$ cat src/rtl/obi_rr_arbiter.sv
// Round-robin N:1 OBI arbiter: zero-latency request forwarding with the selection
// locked until granted, plus an in-order source-ID FIFO that routes responses back.
module obi_rr_arbiter #(
  parameter int NR_REQ  = 2,
  parameter int MAX_OUT = 2,
  parameter int OBI_AW  = 32,
  parameter int OBI_DW  = 32
) (
  input  logic                       clk_i,
  input  logic                       rstn_i,
  input  logic [NR_REQ-1:0]          init_req_i,
  output logic [NR_REQ-1:0]          init_gnt_o,
  input  logic [NR_REQ-1:0]          init_we_i,
  input  logic [NR_REQ*OBI_AW-1:0]   init_addr_i,
  input  logic [NR_REQ*OBI_DW/8-1:0] init_be_i,
  input  logic [NR_REQ*OBI_DW-1:0]   init_wdata_i,
  output logic [NR_REQ-1:0]          init_rvalid_o,
  output logic [NR_REQ-1:0]          init_err_o,
  output logic [OBI_DW-1:0]          init_rdata_o,
  output logic                       tgt_req_o,
  output logic                       tgt_reqpar_o,
  input  logic                       tgt_gnt_i,
  output logic                       tgt_we_o,
  output logic [OBI_AW-1:0]          tgt_addr_o,
  output logic [OBI_DW/8-1:0]        tgt_be_o,
  output logic [OBI_DW-1:0]          tgt_wdata_o,
  input  logic                       tgt_rvalid_i,
  input  logic                       tgt_err_i,
  input  logic [OBI_DW-1:0]          tgt_rdata_i,
  output logic                       busy_o
);

  localparam int BW = OBI_DW / 8;
  localparam int SW = (NR_REQ > 1) ? $clog2(NR_REQ) : 1;
  localparam int CW = $clog2(MAX_OUT + 1);
  localparam int PW = (MAX_OUT > 1) ? $clog2(MAX_OUT) : 1;

  typedef enum logic {UNLOCKED, LOCKED} state_e;

  state_e          r_state;
  logic [SW-1:0]   r_sel;
  logic [SW-1:0]   r_rr_ptr;
  logic [CW-1:0]   r_cnt;
  logic [SW-1:0]   r_fifo [MAX_OUT];
  logic [PW-1:0]   r_wptr;
  logic [PW-1:0]   r_rptr;

  logic [OBI_AW-1:0] w_addr  [NR_REQ];
  logic [BW-1:0]     w_be    [NR_REQ];
  logic [OBI_DW-1:0] w_wdata [NR_REQ];
  logic [SW-1:0]     w_pick;
  logic              w_pick_vld;
  logic [SW-1:0]     w_winner;
  logic [SW-1:0]     w_next_ptr;
  logic [SW-1:0]     w_head;
  logic              w_full;
  logic              w_req;
  logic              w_hs;
  logic              w_rsp;

  function automatic logic [PW-1:0] ptr_inc(input logic [PW-1:0] p);
    return (p == PW'(MAX_OUT - 1)) ? '0 : p + PW'(1);
  endfunction

  always_comb begin
    for (int k = 0; k < NR_REQ; k++) begin
      w_addr[k]  = init_addr_i[k*OBI_AW +: OBI_AW];
      w_be[k]    = init_be_i[k*BW +: BW];
      w_wdata[k] = init_wdata_i[k*OBI_DW +: OBI_DW];
    end
  end

  // First asserted request scanning upward from the round-robin pointer.
  always_comb begin
    int idx;
    w_pick     = '0;
    w_pick_vld = 1'b0;
    for (int i = 0; i < NR_REQ; i++) begin
      idx = int'(r_rr_ptr) + i;
      if (idx >= NR_REQ) idx = idx - NR_REQ;
      if (!w_pick_vld && init_req_i[idx]) begin
        w_pick_vld = 1'b1;
        w_pick     = SW'(idx);
      end
    end
  end

  assign w_full     = (r_cnt == CW'(MAX_OUT));
  assign w_winner   = (r_state == LOCKED) ? r_sel : w_pick;
  assign w_req      = rstn_i & ((r_state == LOCKED) | (~w_full & w_pick_vld));
  assign w_hs       = w_req & tgt_gnt_i;
  assign w_next_ptr = (w_winner == SW'(NR_REQ - 1)) ? '0 : w_winner + SW'(1);
  assign w_head     = r_fifo[r_rptr];
  assign w_rsp      = rstn_i & tgt_rvalid_i & (r_cnt != '0);

  always_comb begin
    init_gnt_o    = '0;
    init_rvalid_o = '0;
    init_err_o    = '0;
    tgt_we_o      = 1'b0;
    tgt_addr_o    = '0;
    tgt_be_o      = '0;
    tgt_wdata_o   = '0;
    if (w_hs) init_gnt_o[w_winner] = 1'b1;
    if (w_rsp) begin
      init_rvalid_o[w_head] = 1'b1;
      init_err_o[w_head]    = tgt_err_i;
    end
    if (w_req) begin
      tgt_we_o    = init_we_i[w_winner];
      tgt_addr_o  = w_addr[w_winner];
      tgt_be_o    = w_be[w_winner];
      tgt_wdata_o = w_wdata[w_winner];
    end
  end

  assign tgt_req_o    = w_req;
  assign tgt_reqpar_o = ~w_req;
  assign init_rdata_o = tgt_rdata_i;
  assign busy_o       = rstn_i & (r_cnt != '0);

  // FIFO storage is left unreset; only the pointers and count define its contents.
  always_ff @(posedge clk_i) begin
    if (!rstn_i) begin
      r_state  <= UNLOCKED;
      r_sel    <= '0;
      r_rr_ptr <= '0;
      r_cnt    <= '0;
      r_wptr   <= '0;
      r_rptr   <= '0;
    end else begin
      if (w_hs) begin
        r_fifo[r_wptr] <= w_winner;
        r_wptr         <= ptr_inc(r_wptr);
        r_rr_ptr       <= w_next_ptr;
        r_state        <= UNLOCKED;
      end else if (w_req && r_state == UNLOCKED) begin
        r_state <= LOCKED;
        r_sel   <= w_winner;
      end
      if (w_rsp) r_rptr <= ptr_inc(r_rptr);
      case ({w_hs, w_rsp})
        2'b10:   r_cnt <= r_cnt + CW'(1);
        2'b01:   r_cnt <= r_cnt - CW'(1);
        default: r_cnt <= r_cnt;
      endcase
    end
  end

endmodule

$ cat config.mk
export PLATFORM = sky130hd
export DESIGN_NAME = obi_rr_arbiter
export DESIGN_NICKNAME = d
export VERILOG_FILES = /design/src/rtl/obi_rr_arbiter.sv
export SDC_FILE = /design/constraint.sdc
export NUM_CORES = 1
export LEC_CHECK = 0
export ABC_CLOCK_PERIOD_IN_PS = 2500
export CORE_AREA = 2 2 110 112
export DETAILED_ROUTE_END_ITERATION = 10
export DIE_AREA = 0 0 112 114
export PLACE_DENSITY_LB_ADDON = 0.3
export SLEW_MARGIN = 20
export SYNTH_ARGS = -nofsm -noshare
export SYNTH_HDL_FRONTEND = slang
export SYNTH_SLANG_ARGS = --single-unit
$ cat constraint.sdc
create_clock -name clk_i -period 2.5 [get_ports clk_i]
set_clock_uncertainty 0.1 [all_clocks]
set_input_delay 0.5 -clock clk_i [delete_from_list [all_inputs] [get_ports clk_i]]
set_output_delay 0.5 -clock clk_i [all_outputs]
set_load 0.05 [all_outputs]
### Yosys cells after proc, flatten, opt, wreduce, memory -nomap -nowiden

Memory sizes are Yosys's and may differ from the RTL's. A register that Yosys moved wholly into a read port is not among the register bits.
Index checks and enable logic that the tools add are counted.

| operators by class | value |
|---|---|
| div/mod/pow operators | 0 |
| add/subtract/negate cells | 8 |
| mux-type cells | 44 |
| shifts and indexed selects | 0 |
| multiply operators | 0 |
| $lt $le $gt $ge | 9 |
| bitwise gates (word level) | 14 |
| reductions and logical operators | 9 |
| equal/unequal tests | 3 |

Operators with widths:

| operator | number |
|---|---|
| two-way mux 32 bit | 10 |
| < comparator 32 x 3 -> 1 bit (second input constant) | 2 |
| two-way mux 1 bit | 24 |
| two-way mux 4 bit | 4 |
| AND 1 bit | 6 |
| two-way mux 2 bit | 3 |
| NOT 1 bit | 5 |
| == test 2 bit (second input constant) | 2 |
| greater-or-equal comparator 2 bit (second input constant) | 2 |
| logical AND 1 bit | 4 |
| < comparator 1 x 2 -> 1 bit (second input constant) | 2 |
| one-hot mux 2 bit (2 select lines) | 1 |
| nonzero test 2 bit | 2 |
| adder 1 bit (second input constant) | 3 |
| subtractor 1 x 2 -> 3 bit (second input constant) | 1 |
| subtractor 2 x 2 -> 3 bit (second input constant) | 1 |
| adder 1 x 1 -> 2 bit (second input constant) | 1 |
| adder 2 x 1 -> 2 bit (second input constant) | 1 |
| AND 2 bit | 1 |
| demux 1 bit (select 1 bit) | 2 |
| == test 2 x 1 -> 1 bit (second input constant) | 1 |
| greater-or-equal comparator 1 bit (second input constant) | 2 |
| greater-or-equal comparator 1 x 2 -> 1 bit (second input constant) | 1 |
| NOT 1 -> 2 bit | 1 |
| other kinds (5) | 5 |

| storage, ports and cells | value |
|---|---|
| output and inout bits | 110 |
| latch bits | 0 |
| memory bits (read-only) | 0 |
| input bits | 177 |
| word-level logic and storage cells | 94 |
| flip-flop bits (word level) | 7 |
| memories kept | 1 |
| memory bits (writable) | 2 |

Memory list:

| name | words | width | rd ports | clocked after memory_dff | write ports | line | text |
|---|---|---|---|---|---|---|---|
| r_fifo | 2 | 1 | 1 | 1 | 1 | 44 | `logic [SW-1:0] r_fifo [MAX_OUT];` |

### Logic depth before layout (Yosys ltp)

Gate-level depths: netlist of run 1.

| logic depth | value |
|---|---|
| word-level depth | 16 |
| gate-level depth with buffers | 8 |
| mapped depth without buffers | 8 |

### Least setup slack after synthesis of run 1

No wires, ideal clock.

| path | value |
|---|---|
| path kind | input port to output port |
| from | in init_req_i[0] |
| to | out init_gnt_o[1] |
| arrival | 2.136 ns |
| stages | 5 |
| data required time | 1.900 ns |
| buffers on the path | 2 |
| setup slack | -0.236 ns |
| cells stage by stage | nor2b_1 > o21a_1 > buf_6 > buf_2 > nor3_1 |

| between the ends | value |
|---|---|
| word-level cells in the longest chain between the ends | 13 |
| elaborated cells on any way between the ends | 23 |
| classes of those cells | order compare: 2; mux: 14; bitwise: 4; reduce/logical: 3 |

RTL lines:

| element | line | text |
|---|---|---|
| start, declared | 11 | `input logic [NR_REQ-1:0] init_req_i,` |
| two-way mux 1 bit (implied by the code) (3 in series) | 81 | `if (!w_pick_vld && init_req_i[idx]) begin` |
| two-way mux 1 bit | 81 |  |
| logical NOT 1 bit | 81 |  |
| logical AND 1 bit | 81 |  |
| two-way mux 1 bit | 81 |  |
| two-way mux 1 bit | 89 | `assign w_winner = (r_state == LOCKED) ? r_sel : w_pick;` |
| < comparator 1 x 2 -> 1 bit (implied by the code) or greater-or-equal comparator 1 bit (tied branches) | 104 | `if (w_hs) init_gnt_o[w_winner] = 1'b1;` |
| logical AND 1 bit (implied by the code) | 104 |  |
| two-way mux 1 bit (implied by the code) | 104 |  |
| demux 1 bit (select 1 bit) | 104 |  |
| two-way mux 2 bit * | 104 |  |
| end, declared | 12 | `output logic [NR_REQ-1:0] init_gnt_o,` |

Mark *: on every way between the ends. The rest lies on a longest branch, timed or not. The select of a mux whose other input is x is not followed.

### Worst setup path in the final report of run 1

| path | value |
|---|---|
| from | in init_req_i[1] |
| to | out tgt_be_o[0] |

| between the ends | value |
|---|---|
| word-level cells in the longest chain between the ends | 13 |
| elaborated cells on any way between the ends | 21 |
| classes of those cells | mux: 15; bitwise: 4; reduce/logical: 2 |

RTL lines:

| element | line | text |
|---|---|---|
| two-way mux 1 bit (implied by the code) (3 in series) | 81 |  |
| two-way mux 1 bit | 81 |  |
| logical NOT 1 bit | 81 |  |
| logical AND 1 bit | 81 |  |
| two-way mux 1 bit | 81 |  |
| two-way mux 1 bit | 89 |  |
| NOT 1 -> 2 bit (implied by the code) | 112 | `tgt_be_o = w_be[w_winner];` |
| two-way mux 4 bit (implied by the code) (3 in series) | 112 |  |
| two-way mux 4 bit * | 109 | `if (w_req) begin` |
| end, declared | 25 | `output logic [OBI_DW/8-1:0] tgt_be_o,` |

Marks and branches as above.

==> results.md, run 1 <==
- CP Launch Type: input pin
- Total number of vias: 2,910
- HPWL after DPL: 7579 um
- Mapped Cells: 317
- Worst slack at placement: -0.2225 ns
- Initial antenna violation count: 0
- Die Footprint: 12,770 um2
- Post-layout worst setup margin: ~0.084 ns
- Hold violation count in the final report: 0
- Unrepaired setup endpoints after global routing: false
- Net count of the finished layout: 706
- Slowest CP cell: sky130_fd_sc_hd__o21a_4
- VDD IR-drop max: approximately 240 uV
- Detail Route Antenna Nets: 0
- Combined flip-flop and latch cell area: 220.2 um2
- Largest net degree at the start of global routing: 30
- Commonest cells after routing, fill and taps aside: sky130_fd_sc_hd__clkdlybuf4s50_1 (141), sky130_fd_sc_hd__nand2_1 (133), sky130_fd_sc_hd__buf_12 (89)
- Later-pin clock latency in the skew report: 0.23 ns
- Multi-input gate area: 1461 um2
- Global-route total usage across every layer: 0.1490
- Cell Area, Synth: around 1800 um2
- Category of the most critical setup path: in2out
- Via count of the first global-routing pass: slightly below 3,000
- Count of state elements after synthesis: 10
- Placed cell area: 5105 um2
- Cells traversed along the worst timing path: clkdlybuf4s15_1 -> nand2b_1 -> o21a_4 -> buf_6 -> clkinv_8 -> buf_12 -> buf_12 -> nand2_1 -> a21oi_2 -> buf_12
- CTS H-Tree Depth: 1
- Non-filler cells, final: between 600 and 700
- Warning count from the yosys run: 0
- Synthesis-to-finish area growth: 204.8%
- Cell taking the most area after synthesis: sky130_fd_sc_hd__nand2_1
- Cts hold-fix bufs: 0
- Global-route wire length before repair: 15,390 um
- Buffer cell driving the clock tree root: sky130_fd_sc_hd__clkbuf_16
- Dominant delay contributor by cell family on the critical path: buffers and inverters
- CP max FO: 8
- Max Root-Sink Buffers: 2
- Critical path buffers and inverters: 6
- Iteration count of the initial detailed-routing pass: 4
- Type of element capturing the critical path: output port
- Run status: finished, final reports clean
- Critical path's largest stage delay: between 0.2 and 0.25 ns
- Post-synthesis average cell area: 5.759 um2
- Most common library cell in the layout ignoring fill and taps: sky130_fd_sc_hd__clkdlybuf4s50_1
- Global placement routability congestion: slightly above 0.8
- Hold Crit Class: reg2reg
- TritonCTS sink count: 10
- Max-cap violation count: 0
- Minimum clock period: 2.416 ns
- Most frequent cell on the critical path: sky130_fd_sc_hd__buf_12
- # placed instances: 652
- Clock-pin slew reported for the worst setup and hold paths after clock tree synthesis: around 0.040 ns
- Core footprint: about 12,000 um2
- Initial standard-cell utilization of the core: 0.1559
- CTS Buf Count: 3
- Ratio of routed vias to standard cells: 4.318
- Post-Synthesis Net Count: between 400 and 500
- Die boundary height: around 110 um
- Worst slew pin tran: 0.3788 ns
- Area share of the leading cell type in the synthesized netlist: 0.2817
- Slew Limit Headroom: 0.7402
- Post-route DRC violation count: 0
- # fillers: ~1,100
- Port Buf Inserts: 222
- Fraction of layout cells with a size suffix above 1: 0.4004
- Data arrival at the endpoint of the critical path: 1.82 ns
- Distinct cells, synth: 30
- DRT iter0 DRCs: 105
- Routed WL per cell: 15.09 um
- Critical path data required time: 1.90 ns
- Boundary pin count: ~290
- PwrDens: roughly 380 nW/um2
- Register area share after synthesis: 0.1206
- Area of all placed cells without fillers: 5564 um2
- Dominant cells by area after synthesis: sky130_fd_sc_hd__nand2_1 (28%), sky130_fd_sc_hd__a21oi_1 (16%), sky130_fd_sc_hd__buf_4 (13%), sky130_fd_sc_hd__dfxtp_1 (8.8%), sky130_fd_sc_hd__a21oi_2 (4.3%)
- CTS tree: built
- Die outline width: 112 um
- Number of standard-cell rows in the floorplan: 40
- Number of inserted diodes: 0
- Final critical-path share of the clock period: 0.9665
- Number of max-slew violations in the final report: 0
- GR Overflow Total: 0
- Number of setup violations in the final report: 0
- Max Clk Rate: 0.4139 GHz
- Leakage power of the design: 2.215 nW
- Post-Route WL: just over 10,000 um
-- stage by stage --
step           setup TNS, ns  hold slack (ns)    util  power (W)
5_1_grt                    0           0.4060  0.4751   0.002222
3_3_place_gp          -10.74           0.3522  0.4359   0.001697
2_1_floorplan              0           0.3322       -   0.001048
4_1_cts                    0           0.3802  0.4739   0.002147
6_report                   0           0.3839  0.4751   0.002127
3_5_place_dp          -11.56           0.3629  0.4359   0.001708
-- flip-flops by register name, indices dropped and copies added (netlist names), named ones only --
name	flops
r_cnt	2
r_fifo	2
r_rptr	1
r_rr_ptr	1
r_sel	1
r_state	1
r_wptr	1
-- final timing paths --
| path | from | to | slack (ns) | depth (start not counted) |
|---|---|---|---|---|
| max | init_req_i[1] | tgt_be_o[0] | 0.08 | 10 |
| min | r_wptr | r_wptr | 0.38 | 2 |
| max reg2reg | r_cnt[0] | r_cnt[1] | 0.51 | 7 |
| min reg2reg | r_wptr | r_wptr | 0.38 | 2 |
-- layout make-up --
type	count	share of cell area
flip-flops and latches	10	0.03958
inverters	4	0.004947
clock buffers	4	0.01417
multi-input cells	248	0.2626
well taps	147	0.03306
repair buffers	260	0.6445
repair inverters	1	0.001124
-- synth_stat cells, drive strengths merged --
cell      n
a21boi    1
nand2b    1
dfxtp     8
and3      2
and2      2
mux2i     1
nor2      5
xnor2     3
o211a     1
a21oi    69
inv       4
o21a      2
ha        1
o21ai     1
nor2b     4
edfxtp    2
o21ba     1
nand2   146
buf      55
o21bai    3
nor3      3
or3       1
nor4      1
-- metal layers --
layer  track usage  wire (um)
met1        0.1623       3700
met2        0.2824       5296
met3       0.04676       1024
met4       0.03415        146
met5             0          0
-- worst min-delay path, cell delays in order, from the launching register on --
cell	delay (ns)
sky130_fd_sc_hd__dfxtp_1	0.31
sky130_fd_sc_hd__nand2_1	0.06
sky130_fd_sc_hd__o21bai_1	0.06
-- kinds of logic (layout without fill, tap and decap cells) --
logic type	Yosys count	count (layout)	share of synthesized area
AO/OA/AOI/OAI	78	78	0.2461
XOR/XNOR	3	3	0.01440
adder cells (fa/ha/maj)	1	1	0.006853
buffers and inverters	59	269	0.2351
flip-flops	10	10	0.1206
multiplexers	1	1	0.005483
AND/OR/NAND/NOR	165	165	0.3715
-- where the power goes --
part	leakage [nW]	internal [W]	switching, W
Combinational	2.09	0.000851	0.000802
Clock	0.0382	0.000213	0.0000702
Sequential	0.0843	0.000180	0.0000112
Total	2.21	0.00124	0.000883
-- what timing repair did --
item / CTS / global route
hold endpoints to repair: 0 / 0
pin swaps: 27 / 6
buffers inserted: 11 / 0
gates resized for setup: 28 / 6
endpoints found under the setup margin: 72 / 43
cloned: 7 / 0
No activity file was read; power rests on OpenSTA's default activity.
==> run 2, diff against run 1 <==
--- a/config.mk
+++ b/config.mk
@@ -6,9 +6,10 @@
 export NUM_CORES = 1
 export LEC_CHECK = 0
 export ABC_CLOCK_PERIOD_IN_PS = 2500
-export CORE_AREA = 2 2 110 112
+export CELL_PAD_IN_SITES_DETAIL_PLACEMENT = 0
+export CELL_PAD_IN_SITES_GLOBAL_PLACEMENT = 1
+export CORE_UTILIZATION = 12
 export DETAILED_ROUTE_END_ITERATION = 10
-export DIE_AREA = 0 0 112 114
 export PLACE_DENSITY_LB_ADDON = 0.3
 export SLEW_MARGIN = 20
 export SYNTH_ARGS = -nofsm -noshare
==> run 2 against run 1 <==
  * The run now ends with design-rule violations left
  * Hold slack better by 0.0031 ns
  * Combinational power is essentially flat
  * Worst setup slack worse by 0.030 ns
  * Non-clock buffer count is 6 lower
  * Count of clock-buffer cells in the layout is the same
  * Global-route usage shrank 3.0 points
  * Highest routed layer unchanged
  * Via count fell by 2.7%
  * Critical endpoint is now tgt_wdata_o[28]
  * Clock power about the same
  * Sequential share of layout area barely moved
  * Final area barely moved
  * Utilization decreased by 9.6 points
==> results.md, run 2 (synthesized netlist as in run 1, its figures left out) <==
- Run status: finished, violations left
- Violations in the final reports: design-rule violations
- Detail Route Antenna Nets: 0 (unchanged)
- PwrDens: 376.4 nW/um2 (-1.5%)
- Die outline width: 125.3 um (+12%)
- TritonCTS sink count: 10 (unchanged)
- Hold Crit Class: reg2reg
- Largest net degree at the start of global routing: 34 (+13%)
- Max Clk Rate: 0.4087 GHz (-1.2%)
- Via count of the first global-routing pass: 2,909 (-1.8%)
- Most common library cell in the layout ignoring fill and taps: sky130_fd_sc_hd__clkdlybuf4s50_1
- Clock-pin slew reported for the worst setup and hold paths after clock tree synthesis: 0.04 ns (about the same)
- Critical path data required time: 1.90 ns (about the same)
- Max-cap violation count: 0 (unchanged)
- Die boundary height: 125.3 um (+9.9%)
- Commonest cells after routing, fill and taps aside: sky130_fd_sc_hd__clkdlybuf4s50_1 (142), sky130_fd_sc_hd__nand2_1 (120), sky130_fd_sc_hd__buf_12 (88)
- Ratio of routed vias to standard cells: 4.021 (-6.9%)
- Net count of the finished layout: 699 (-0.99%)
- Post-Route WL: 9824 um (-3.4%)
- CTS tree: built
- Number of inserted diodes: 0 (unchanged)
- Initial antenna violation count: 0 (unchanged)
- Type of element capturing the critical path: output port
- Initial standard-cell utilization of the core: 0.1242 (-0.03168)
- # fillers: 1,498 (+38%)
- Port Buf Inserts: 222 (unchanged)
- DRT iter0 DRCs: 91 (-13%)
- Area of all placed cells without fillers: 5565 um2 (about the same)
- Routed WL per cell: 13.95 um (-7.5%)
- Global-route wire length before repair: 14,890 um (-3.2%)
- Number of max-slew violations in the final report: 0 (unchanged)
- Die Footprint: 15,710 um2 (+23%)
- Post-route DRC violation count: 23 (+23)
- Cts hold-fix bufs: 0 (unchanged)
- Placed cell area: 5139 um2 (+0.66%)
- Final critical-path share of the clock period: 0.9786 (+0.01211)
- VDD IR-drop max: 266.1 uV (+12%)
- Hold violation count in the final report: 0 (unchanged)
- CTS Buf Count: 3 (unchanged)
- Leakage power of the design: 2.148 nW (-3.0%)
- Max Root-Sink Buffers: 2 (unchanged)
- Iteration count of the initial detailed-routing pass: 10 (+6)
- Unrepaired setup endpoints after global routing: true
- Core footprint: 14,700 um2 (+26%)
- Data arrival at the endpoint of the critical path: 1.85 ns (+0.03 ns)
- Final total negative setup slack: 0 ns (unchanged)
- Slew Limit Headroom: 0.7095 (-0.03077)
- Global placement routability congestion: 0.7414 (-10%)
- Number of standard-cell rows in the floorplan: 44 (+10%)
- Category of the most critical setup path: in2out
- Buffer cell driving the clock tree root: sky130_fd_sc_hd__clkbuf_16
- Total number of vias: 2,831 (-2.7%)
- Total chip power: 0.002095 W (-1.5%)
- CTS H-Tree Depth: 1 (unchanged)
- HPWL after DPL: 7568 um (-0.14%)
- Synthesis-to-finish area growth: 204.9% (about the same)
- Top flop regs: r_cnt: 2 flops, r_fifo: 2 flops
- Minimum clock period: 2.447 ns (+0.03027 ns)
- Global-route total usage across every layer: 0.1193 (-0.02970)
- Fraction of layout cells with a size suffix above 1: 0.4192 (+0.01885)
- CP Launch Type: input pin
- Worst slew pin tran: 0.4318 ns (+0.05301 ns)
- Later-pin clock latency in the skew report: 0.24 ns (about the same)
- CP max FO: 8 (unchanged)
- Boundary pin count: 287 (unchanged)
- GR Overflow Total: 0 (unchanged)
- Number of setup violations in the final report: 0 (unchanged)
==> run 2: final timing paths <==
path	slack, ns	to	startpoint	depth (start not counted)
hold / removal	0.39	r_wptr	r_wptr	2
hold reg to reg	0.39	r_wptr	r_wptr	2
setup reg to reg	0.55	r_cnt[1]	r_cnt[0]	7
setup / recovery	0.05	tgt_wdata_o[28]	init_req_i[0]	9
==> run 2: power by group <==
group          internal [W]  switching, W
clock network      0.000213     0.0000702
registers          0.000180     0.0000101
logic              0.000815      0.000806
==> run 2: what timing repair did <==
action / CTS / global route
endpoints found under the setup margin: 71 / 70
setup buffers: 11 / 0
cloned: 4 / 1
resized for setup: 18 / 36
pin swaps: 23 / 30
==> run 2: cell type report <==
cell class | count | area, um2 | area share
multi-input cells | 248 | 1573 | 0.2826
repair buffers | 254 | 3441 | 0.6183
inverters | 4 | 22.52 | 0.004047
well taps | 184 | 230.2 | 0.04137
flip-flops and latches | 10 | 220.2 | 0.03957
clock buffers | 4 | 78.83 | 0.01416
==> run 2: layer usage <==
layer / part of all wire / wire length [um] / vias up / GRT usage
li1: - / - / 1393 / -
met1: 0.35 / 3479 / 1255 / 0.1233
met2: 0.51 / 5045 / 173 / 0.2221
met3: 0.12 / 1181 / 10 / 0.04493
met4: 0.012 / 118 / 0 / 0.03587
met5: 0 / 0 / - / 0
==> run 2: per-stage QoR <==
| stage | utilization | hold WS, ns | setup WS, ns | instances |
|---|---|---|---|---|
| 3_3_place_gp | 0.3496 | 0.3515 | -0.1851 | 689 |
| 2_1_floorplan | - | 0.3322 | 0.03065 | 317 |
| 3_5_place_dp | 0.3496 | 0.3674 | -0.2046 | 689 |
| 6_report | 0.3786 | 0.3870 | 0.05341 | 704 |
| 4_1_cts | 0.3755 | 0.3816 | 0.005540 | 708 |
| 5_1_grt | 0.3786 | 0.4219 | -0.01650 | 704 |
==> run 2: worst max-delay path, cell delays in order <==
cell,delay (ns)
sky130_fd_sc_hd__dlygate4sd2_1,0.24
sky130_fd_sc_hd__nor2b_4,0.12
sky130_fd_sc_hd__o21a_4,0.25
sky130_fd_sc_hd__inv_8,0.07
sky130_fd_sc_hd__buf_12,0.12
sky130_fd_sc_hd__clkbuf_16,0.16
sky130_fd_sc_hd__nand2_2,0.06
sky130_fd_sc_hd__a21oi_2,0.17
sky130_fd_sc_hd__buf_12,0.16
